===== src/rtl/muldiv_pkg.sv =====
// -----------------------------------------------------------------------------
// muldiv_pkg
// Shared types and constants for the multiply/divide sequencer.
//   state_t          : sequencer states (IDLE, LAUNCH, WAIT, CAPTURE)
//   OP_MULT / OP_DIV : operation encoding on the op input
//   DEF_*_CYCLES     : default fixed latencies of the external units
//   CNT_W            : width of the iteration counter (latencies up to 64)
// -----------------------------------------------------------------------------
package muldiv_pkg;

  typedef enum logic [1:0] {
    ST_IDLE    = 2'd0,
    ST_LAUNCH  = 2'd1,
    ST_WAIT    = 2'd2,
    ST_CAPTURE = 2'd3
  } state_t;

  localparam logic OP_MULT = 1'b0;
  localparam logic OP_DIV  = 1'b1;

  localparam int unsigned DEF_MULT_CYCLES = 32'd32;
  localparam int unsigned DEF_DIV_CYCLES  = 32'd32;

  localparam int unsigned CNT_W = 32'd6;

  // The counter is loaded with N-1 so that WAIT lasts exactly N cycles
  // (it spends one cycle on each value N-1 down to 0).
  function automatic logic [CNT_W-1:0] cycles_to_load(input int unsigned cycles);
    int unsigned v;
    v = cycles - 32'd1;
    return v[CNT_W-1:0];
  endfunction

endpackage


===== src/rtl/muldiv_ctrl_cycle_counter.sv =====
// -----------------------------------------------------------------------------
// cycle_counter
// Loadable down-counter with a zero flag; times the WAIT phase of an
// operation. Load has priority over decrement; decrement saturates at 0.
//   i_clk      : clock
//   i_reset_n  : synchronous active-low reset (count -> 0)
//   i_load     : load i_load_val this cycle
//   i_load_val : value to load
//   i_dec      : decrement by one (ignored when already 0)
//   o_zero     : count is 0
// -----------------------------------------------------------------------------
module cycle_counter
  import muldiv_pkg::*;
#(
  parameter int unsigned WIDTH = CNT_W
) (
  input  logic             i_clk,
  input  logic             i_reset_n,
  input  logic             i_load,
  input  logic [WIDTH-1:0] i_load_val,
  input  logic             i_dec,
  output logic             o_zero
);

  logic [WIDTH-1:0] r_count;

  // Count register: reset, load, or saturating decrement.
  always_ff @(posedge i_clk) begin
    if (!i_reset_n) begin
      r_count <= '0;
    end else if (i_load) begin
      r_count <= i_load_val;
    end else if (i_dec && (r_count != '0)) begin
      r_count <= r_count - WIDTH'(1);
    end else begin
      r_count <= r_count;
    end
  end

  assign o_zero = (r_count == '0);

endmodule


===== src/rtl/muldiv_ctrl.sv =====
// -----------------------------------------------------------------------------
// muldiv_ctrl
// Sequencer for the external multicycle multiplier and divider. Accepts a
// MULT/DIV request in IDLE, latches the operands, pulses the selected unit's
// init, waits the unit's fixed latency, then captures the result into HI/LO.
// Also generates the MFHI/MFLO stall interlock and rejects divide-by-zero.
//
// Parameters
//   MULT_CYCLES, DIV_CYCLES : cycles from init pulse to valid result (1..64)
// Ports
//   i_clk                   : clock, all logic on posedge
//   i_reset                 : synchronous active-low reset
//   i_start, i_op           : request and operation (OP_MULT / OP_DIV)
//   i_value_a, i_value_b    : operands, valid in the start cycle
//   i_rd_req                : MFHI/MFLO in decode this cycle
//   i_mult_hi, i_mult_lo    : multiplier result
//   i_div_quot, i_div_rem   : divider result
//   o_op_a, o_op_b          : latched operands to both units
//   o_mult_init, o_div_init : one-cycle start pulse to the selected unit
//   o_busy                  : operation in flight
//   o_stall                 : i_rd_req & o_busy (combinational)
//   o_done                  : one-cycle pulse, HI/LO hold the new result
//   o_div_zero              : one-cycle pulse, DIV by zero rejected
//   o_hi, o_lo              : architectural HI/LO registers
// -----------------------------------------------------------------------------
module muldiv_ctrl
  import muldiv_pkg::*;
#(
  parameter int unsigned MULT_CYCLES = DEF_MULT_CYCLES,
  parameter int unsigned DIV_CYCLES  = DEF_DIV_CYCLES
) (
  input  logic        i_clk,
  input  logic        i_reset,
  input  logic        i_start,
  input  logic        i_op,
  input  logic [31:0] i_value_a,
  input  logic [31:0] i_value_b,
  input  logic        i_rd_req,
  input  logic [31:0] i_mult_hi,
  input  logic [31:0] i_mult_lo,
  input  logic [31:0] i_div_quot,
  input  logic [31:0] i_div_rem,
  output logic [31:0] o_op_a,
  output logic [31:0] o_op_b,
  output logic        o_mult_init,
  output logic        o_div_init,
  output logic        o_busy,
  output logic        o_stall,
  output logic        o_done,
  output logic        o_div_zero,
  output logic [31:0] o_hi,
  output logic [31:0] o_lo
);

  localparam int unsigned MAX_CYCLES = 32'd1 << CNT_W;

  if ((MULT_CYCLES < 32'd1) || (MULT_CYCLES > MAX_CYCLES)) begin : g_bad_mult_cycles
    $error("muldiv_ctrl: MULT_CYCLES out of range");
  end
  if ((DIV_CYCLES < 32'd1) || (DIV_CYCLES > MAX_CYCLES)) begin : g_bad_div_cycles
    $error("muldiv_ctrl: DIV_CYCLES out of range");
  end

  localparam logic [CNT_W-1:0] MULT_LOAD = cycles_to_load(MULT_CYCLES);
  localparam logic [CNT_W-1:0] DIV_LOAD  = cycles_to_load(DIV_CYCLES);

  state_t      r_state;
  state_t      w_state_nxt;
  logic        r_op;
  logic [31:0] r_op_a;
  logic [31:0] r_op_b;
  logic [31:0] r_hi;
  logic [31:0] r_lo;
  logic        r_mult_init;
  logic        r_div_init;
  logic        r_busy;
  logic        r_done;
  logic        r_div_zero;

  logic             w_accept;
  logic             w_reject;
  logic             w_cnt_load;
  logic [CNT_W-1:0] w_cnt_load_val;
  logic             w_cnt_dec;
  logic             w_cnt_zero;

  cycle_counter #(
    .WIDTH (CNT_W)
  ) u_cycle_counter (
    .i_clk      (i_clk),
    .i_reset_n  (i_reset),
    .i_load     (w_cnt_load),
    .i_load_val (w_cnt_load_val),
    .i_dec      (w_cnt_dec),
    .o_zero     (w_cnt_zero)
  );

  // Next-state and counter control for the sequencer.
  always_comb begin
    w_state_nxt    = r_state;
    w_accept       = 1'b0;
    w_reject       = 1'b0;
    w_cnt_load     = 1'b0;
    w_cnt_load_val = MULT_LOAD;
    w_cnt_dec      = 1'b0;
    case (r_state)
      ST_IDLE: begin
        if (i_start) begin
          // A zero divisor never reaches the divider; it is reported instead.
          if ((i_op == OP_DIV) && (i_value_b == 32'd0)) begin
            w_reject    = 1'b1;
            w_state_nxt = ST_IDLE;
          end else begin
            w_accept    = 1'b1;
            w_state_nxt = ST_LAUNCH;
          end
        end else begin
          w_state_nxt = ST_IDLE;
        end
      end
      ST_LAUNCH: begin
        w_cnt_load = 1'b1;
        if (r_op == OP_DIV) begin
          w_cnt_load_val = DIV_LOAD;
        end else begin
          w_cnt_load_val = MULT_LOAD;
        end
        w_state_nxt = ST_WAIT;
      end
      ST_WAIT: begin
        if (w_cnt_zero) begin
          w_state_nxt = ST_CAPTURE;
        end else begin
          w_cnt_dec   = 1'b1;
          w_state_nxt = ST_WAIT;
        end
      end
      ST_CAPTURE: begin
        w_state_nxt = ST_IDLE;
      end
      default: begin
        w_state_nxt = ST_IDLE;
      end
    endcase
  end

  // State register.
  always_ff @(posedge i_clk) begin
    if (!i_reset) begin
      r_state <= ST_IDLE;
    end else begin
      r_state <= w_state_nxt;
    end
  end

  // Registered control pulses and busy flag, all derived one cycle ahead.
  always_ff @(posedge i_clk) begin
    if (!i_reset) begin
      r_mult_init <= 1'b0;
      r_div_init  <= 1'b0;
      r_busy      <= 1'b0;
      r_done      <= 1'b0;
      r_div_zero  <= 1'b0;
    end else begin
      r_mult_init <= w_accept && (i_op == OP_MULT);
      r_div_init  <= w_accept && (i_op == OP_DIV);
      r_busy      <= (w_state_nxt != ST_IDLE);
      r_done      <= (r_state == ST_CAPTURE);
      r_div_zero  <= w_reject;
    end
  end

  // Operand and operation latch; held until the next accepted start.
  always_ff @(posedge i_clk) begin
    if (!i_reset) begin
      r_op   <= OP_MULT;
      r_op_a <= 32'd0;
      r_op_b <= 32'd0;
    end else if (w_accept) begin
      r_op   <= i_op;
      r_op_a <= i_value_a;
      r_op_b <= i_value_b;
    end else begin
      r_op   <= r_op;
      r_op_a <= r_op_a;
      r_op_b <= r_op_b;
    end
  end

  // HI/LO capture. Division follows the MIPS layout: HI = remainder, LO = quotient.
  always_ff @(posedge i_clk) begin
    if (!i_reset) begin
      r_hi <= 32'd0;
      r_lo <= 32'd0;
    end else if (r_state == ST_CAPTURE) begin
      if (r_op == OP_DIV) begin
        r_hi <= i_div_rem;
        r_lo <= i_div_quot;
      end else begin
        r_hi <= i_mult_hi;
        r_lo <= i_mult_lo;
      end
    end else begin
      r_hi <= r_hi;
      r_lo <= r_lo;
    end
  end

  assign o_op_a      = r_op_a;
  assign o_op_b      = r_op_b;
  assign o_mult_init = r_mult_init;
  assign o_div_init  = r_div_init;
  assign o_busy      = r_busy;
  // Busy is already low in the done cycle, so an MFHI/MFLO there reads the new value.
  assign o_stall     = i_rd_req & r_busy;
  assign o_done      = r_done;
  assign o_div_zero  = r_div_zero;
  assign o_hi        = r_hi;
  assign o_lo        = r_lo;

endmodule


===== config.mk =====
export PLATFORM = sky130hd
export DESIGN_NAME = muldiv_ctrl
export DESIGN_NICKNAME = d
export VERILOG_FILES = /design/src/rtl/muldiv_pkg.sv /design/src/rtl/muldiv_ctrl_cycle_counter.sv /design/src/rtl/muldiv_ctrl.sv
export SDC_FILE = /design/constraint.sdc
export NUM_CORES = 1
export LEC_CHECK = 0
export CAP_MARGIN = 10
export CORE_ASPECT_RATIO = 1.75
export CORE_MARGIN = 8
export CORE_UTILIZATION = 42
export DETAILED_ROUTE_END_ITERATION = 12
export GPL_TIMING_DRIVEN = 0
export PLACE_DENSITY = 0.81
export RECOVER_POWER = 25
export SLEW_MARGIN = 20
export SYNTH_ARGS = -nofsm -noshare
export SYNTH_HDL_FRONTEND = slang
export SYNTH_HIERARCHICAL = 1
export SYNTH_SLANG_ARGS = --single-unit
export TNS_END_PERCENT = 10

===== constraint.sdc =====
create_clock -name i_clk -period 2.7 [get_ports i_clk]
set_input_delay 0.54 -clock i_clk [delete_from_list [all_inputs] [get_ports i_clk]]
set_output_delay 0.54 -clock i_clk [all_outputs]
set_load 0.03 [all_outputs]

## Word-level counts from Yosys, hierarchy flattened

Index checks and enable logic that the tools add are counted.

- Bits in registers: 142
- Input port bits: 197
- Output and inout port bits: 134
- Logic and storage cells: 47

- Add/sub/neg operators: 1
- Equal/unequal tests: 3
- Mux-type cells: 15
- Bitwise operators: 3
- Reduce and logical (&&, ||, !) cells: 12

Operators with widths:

| kind | count |
|---|---|
| two-way mux 32 bit | 2 |
| logical NOT 32 bit | 1 |
| two-way mux 5 bit | 2 |
| two-way mux 1 bit | 9 |
| one-hot mux 2 bit (4 select lines) | 1 |
| logical NOT 6 bit | 1 |
| nonzero test 6 bit | 1 |
| subtractor 6 x 1 -> 6 bit, second input constant | 1 |
| == test 2 bit, second input constant | 2 |
| logical AND 1 bit | 4 |
| nonzero test 2 bit | 2 |
| AND reduction 3 bit | 1 |
| == test 2 x 1 -> 1 bit, second input constant | 1 |
| logical NOT 2 bit | 1 |
| two-way mux 2 bit | 1 |
| NOT 1 bit | 2 |
| OR reduction 2 bit | 1 |
| bitwise AND 1 bit | 1 |

## Longest topological paths before layout

- Depth in word-level cells: 6
- Mapped depth: 9
- Mapped depth without buffers: 9

## Hierarchy

Netlist, hierarchy kept.

By module, submodules not included:

| module | instances | cells each | area each (µm²) | sequential area each (µm²) |
|---|---|---|---|---|
| muldiv_ctrl | 1 | 771 | 6801.5 | 2722.6 |
| cycle_counter | 1 | 42 | 374.1 | 120.1 |

## Worst setup path after synthesis

OpenSTA, ideal clock, no wires.

- Kind: register -> register
- Start point: reg u_cycle_counter.r_count[0]
- End point: reg u_cycle_counter.r_count[5]
- Library setup time: 0.129 ns
- Arrival: 1.973 ns
- Data required time: 2.571 ns
- Path slack: 0.599 ns
- Cell stages (with the launch flop): 10
- Buffers on the path: 0
- Clock period less this slack: 2.101 ns
- Cell sequence: dfxtp_1 > inv_1 > ha_1 > or4b_4 > nor2_1 > nor2b_1 > or4b_4 > nor3_2 > mux2i_1 > a21oi_1

- Word-level cells in the longest chain between the ends: 4
- Elaborated cells on any way between the ends: 6
- Those cells by class: add/sub (1); mux (2); reduce/logical (3)

Ends and longest elaborated chain:

| element | line | source |
|---|---|---|
| from (decl) | muldiv_ctrl_cycle_counter.sv:25 | `logic [WIDTH-1:0] r_count;` |
| from (signal assigned) | muldiv_ctrl_cycle_counter.sv:32 | `r_count <= i_load_val;` |
| from (signal assigned) | muldiv_ctrl_cycle_counter.sv:34 | `r_count <= r_count - WIDTH'(1);` |
| from (signal assigned) | muldiv_ctrl_cycle_counter.sv:36 | `r_count <= r_count;` |
| logical NOT 6 bit | muldiv_ctrl_cycle_counter.sv:40 | `assign o_zero = (r_count == '0);` |
| via w_cnt_zero | muldiv_ctrl.sv:85 | `logic w_cnt_zero;` |
| two-way mux 1 bit | muldiv_ctrl.sv:131 | `if (w_cnt_zero) begin` |
| two-way mux 1 bit | muldiv_ctrl.sv:106 | `case (r_state)` |
| via w_cnt_dec | muldiv_ctrl.sv:84 | `logic w_cnt_dec;` |
| logical AND 1 bit | muldiv_ctrl_cycle_counter.sv:33 | `end else if (i_dec && (r_count != '0)) begin` |

The timed path passes the listed nets, and every way through them passes these cells.
A chain may end at the register's enable or synchronous reset.

==> impl_results.md <==
- Fmax achieved: 380 MHz
- Layout Utilization: 0.674
- GRT Max-Usage Layer: met2
- Pins Over Slew Limit: 0
- Largest net degree at the start of global routing: 17
- Worst Hold End: o_lo[25]
- Netlist cell types: 39
- CTS tree: yes
- Reg2reg path depth: 7
- Routed Antenna Nets: 0
- Mean post-synth cell area: 8.83 sq um
- Worst reg2reg path endpoint: o_op_b[2]
- Sw power: 1890 uW
- CP max FO: 10
- CP cell instances: clkdlybuf4s50_1 > clkbuf_1 > clkbuf_1 > clkbuf_2 > clkbuf_1 > nand2_1 > o211ai_1
- Post-CTS Hold Fix Bufs: 0
- Combinational share of power: 0.256
- Synth Warn #: 6
- Max Cap Viol: 0
- RSZ-0062 raised after global routing: yes
- Worst EP required: 3.02 ns
- Die area: 0.0217 sq mm
- Setup WS post-layout: 0.0652 ns
- First-pass GRT wire length: 43,200 um
- Port Buffers: 330
- Leakage: 0.00469 uW
- Htree depth: 4
- Chip height: 189 um
- Crit-path leading delay family: buffers and inverters
- Initial Utilization: 0.425
- Yosys reg bits: 142
- Sequential Power Share: 0.371
- Internal power: 4480 uW
- Worst VDD drop: 393 uV
- Setup TNS: 0 ns
- PwrDens: 560 mW/mm^2
- Reg-to-Reg Start: r_state[0]
- Hold-critical path depth: 1
- Clock Power Share: 0.374
- Relative slew slack: 0.428
- Worst min path class: register to register
- Final GP Congestion: 0.884
- # DRC: 0
- Startpoint types: primary input
- Worst-margin pin slew: 0.858 ns
- Setup violators final: 0
- Slowest-stage cell, CP: clkdlybuf4s50_1
- Core area: 0.0169 sq mm
- Total number of vias: 7,734
- Post-Syn Area: 0.00718 sq mm
- Grt ovf: 0
- Total power: 6370 uW
- First-pass DRT Iterations: 5
- CP max stage delay: 0.58 ns
- # clock sinks: 142
- Clock tree buffer depth: 2
- Arr. time, crit path: 2.96 ns
- Layout cells sized above 1: 0.0424
- Fin crit share: 0.976
- Outcome: complete, no violations
- Setup CP Type: primary input to register
- Post-Syn Instances: 813
- Initial antenna violation count: 2
- Vias in the first global route: 7,922
- Routing usage on met1: 0.237
- GRT met3 Usage: 0.0820
- Met2 usage: 0.475
- Hold_sp: o_lo[25]
- Worst setup EP type: register
- Clock period minus worst slack: 2.63 ns
- DP HPWL: 22,900 um
- WP buf/inv: 5
- Tot GR Track Use: 0.253
- FP Rows: 63
- Chip width: 115 um
- IO Pins: 331
- Synth-to-layout area growth: 58.4%
- Final Hold Vio Count: 0
- Cell mode on critical path: clkbuf_1
- Sequential area share after synthesis: 0.396
- Clock skew: 0.0159 ns
- Switching Share: 0.297
- Clock latency on the worst-skew pair: 0.41 ns
- FF-to-FF setup slack: 0.27 ns
- Clk root buf: clkbuf_16
- Fillers: 1,434
- Pre-CTS WS: -0.555 ns
- Worst-path clk slew: 0.06 ns
- Vias per cell: 5.50
- Post-CTS Setup Inserts: 0
- Nets: 1,368
- Final WL: 28,000 um
- Routed length per instance: 19.9 um
- Starting DRC count in detailed routing: 343
- Total CTS buffers: 17
==> cell usage after synthesis, drive strengths merged <==
cell type	instances	area share
nand3	30	0.021
nand4	1	0.0030
o211a	64	0.089
or4b	2	0.0038
o21ai	41	0.030
nor3	4	0.0042
nor2	5	0.0026
nor3b	1	0.0010
mux2	1	0.0016
o211ai	29	0.030
conb	2	0.0010
nor2b	1	0.00087
xnor2	2	0.0024
and2	3	0.0026
dlymetal6s2s	1	0.0017
a21o	3	0.0031
o311a	3	0.0042
a311o	1	0.0014
mux2i	65	0.091
o2111ai	32	0.039
or4	61	0.064
ha	6	0.010
nand2	163	0.085
inv	7	0.0037
nand4b	1	0.0012
dfxtp	142	0.40
nor4	9	0.014
clkbuf	69	0.036
a21oi	10	0.0070
or3	1	0.00087
and3	33	0.029
buf	18	0.014
nor4b	2	0.0045
==> cells in the final DEF (no fill, tap or decap), drive strengths merged, types with 2 or more instances in the layout <==
cell type and count:
and3 33, nor3 4, diode 2, clkdlybuf4s50 269, clkbuf 87, dlygate4sd3 61
conb 6, o211a 64, inv 9, nor4 9, and2 3, or4 61
o311a 3, nand2 163, clkinvlp 3, o2111ai 32, ha 6, a21oi 10
a21o 3, nor4b 2, mux2i 65, dfxtp 142, o21ai 41, bufinv 3
or4b 2, o211ai 29, clkinv 4, nand3 30, buf 19, nor2 5
xnor2 2
==> cells by family after synthesis <==
kind of cell,count (synthesis),synth area share
and+or+nand+nor,317,0.238
adders and majority gates,6,0.0105
buffers and inverters,95,0.0555
xor gates and xnor gates,2,0.00244
other,2,0.00105
AOI/OAI and AO/OA,183,0.205
muxes,66,0.0922
DFF,142,0.396
==> power by group through the flow <==
stage               clock, uW  combinational, uW  sequential (uW)
detailed placement          0               1660             2410
global placement            0               1650             2400
global route             2520               1740             2380
finish                   2380               1630             2360
floorplan                   0                567             2690
CTS                      2420               1670             2370
==> worst register-to-register path: stages, from the launching register on <==
cell	delay, ns
dfxtp_1	0.33
inv_1	0.09
ha_1	0.18
and2_1	0.19
clkbuf_1	0.39
clkbuf_1	0.46
buf_1	0.48
o211ai_1	0.17
==> flip-flops by register name (all words and copies together), names as in the netlist <==
signal	cells
o_div_zero	1
o_op_b	32
r_op	1
r_state	2
o_lo	32
o_hi	32
o_op_a	32
o_mult_init	1
o_busy	1
o_div_init	1
u_cycle_counter/r_count	6
o_done	1
==> what timing repair did <==
item                                   CTS  global route
endpoints found under the hold margin    0             0
setup endpoints to repair               67            21
resized for setup                        1             3
==> cell type report <==
cell class	count	area [sq um]	area share
inverters	7	26.3	0.00231
flip-flops and latches	142	2840	0.250
repair buffers	330	3300	0.291
clock buffers	20	437	0.0384
well taps	227	284	0.0250
plain buffers	87	369	0.0325
clock inverters	12	161	0.0142
multi-input cells	580	3940	0.347
diodes	2	5.00	0.000440
==> through the flow <==
stage | instance area (sq um) | cells | hold WS (ns)
2_1_floorplan | 7190 | 817 | 0.539
3_3_place_gp | 10800 | 1374 | 0.459
3_5_place_dp | 10800 | 1374 | 0.465
4_1_cts | 11400 | 1406 | 0.479
5_1_grt | 11400 | 1407 | 0.487
6_report | 11400 | 1407 | 0.470
==> metal layers <==
metal,up-vias,share of wire
li1,3745,-
met1,3623,0.35
met2,315,0.52
met3,51,0.092
met4,0,0.037
met5,-,0
==> how the worst max path moves through the flow <==
stage	startpoint	end	cells after the start
CTS	i_reset	o_busy	7
floorplan	u_cycle_counter/r_count[0]	u_cycle_counter/r_count[5]	9
global placement	i_reset	o_busy	7
finish	i_reset	o_busy	7
global route	i_reset	o_busy	7
detailed placement	i_reset	o_busy	7
Note: power is estimated with default switching activity, not from simulation.
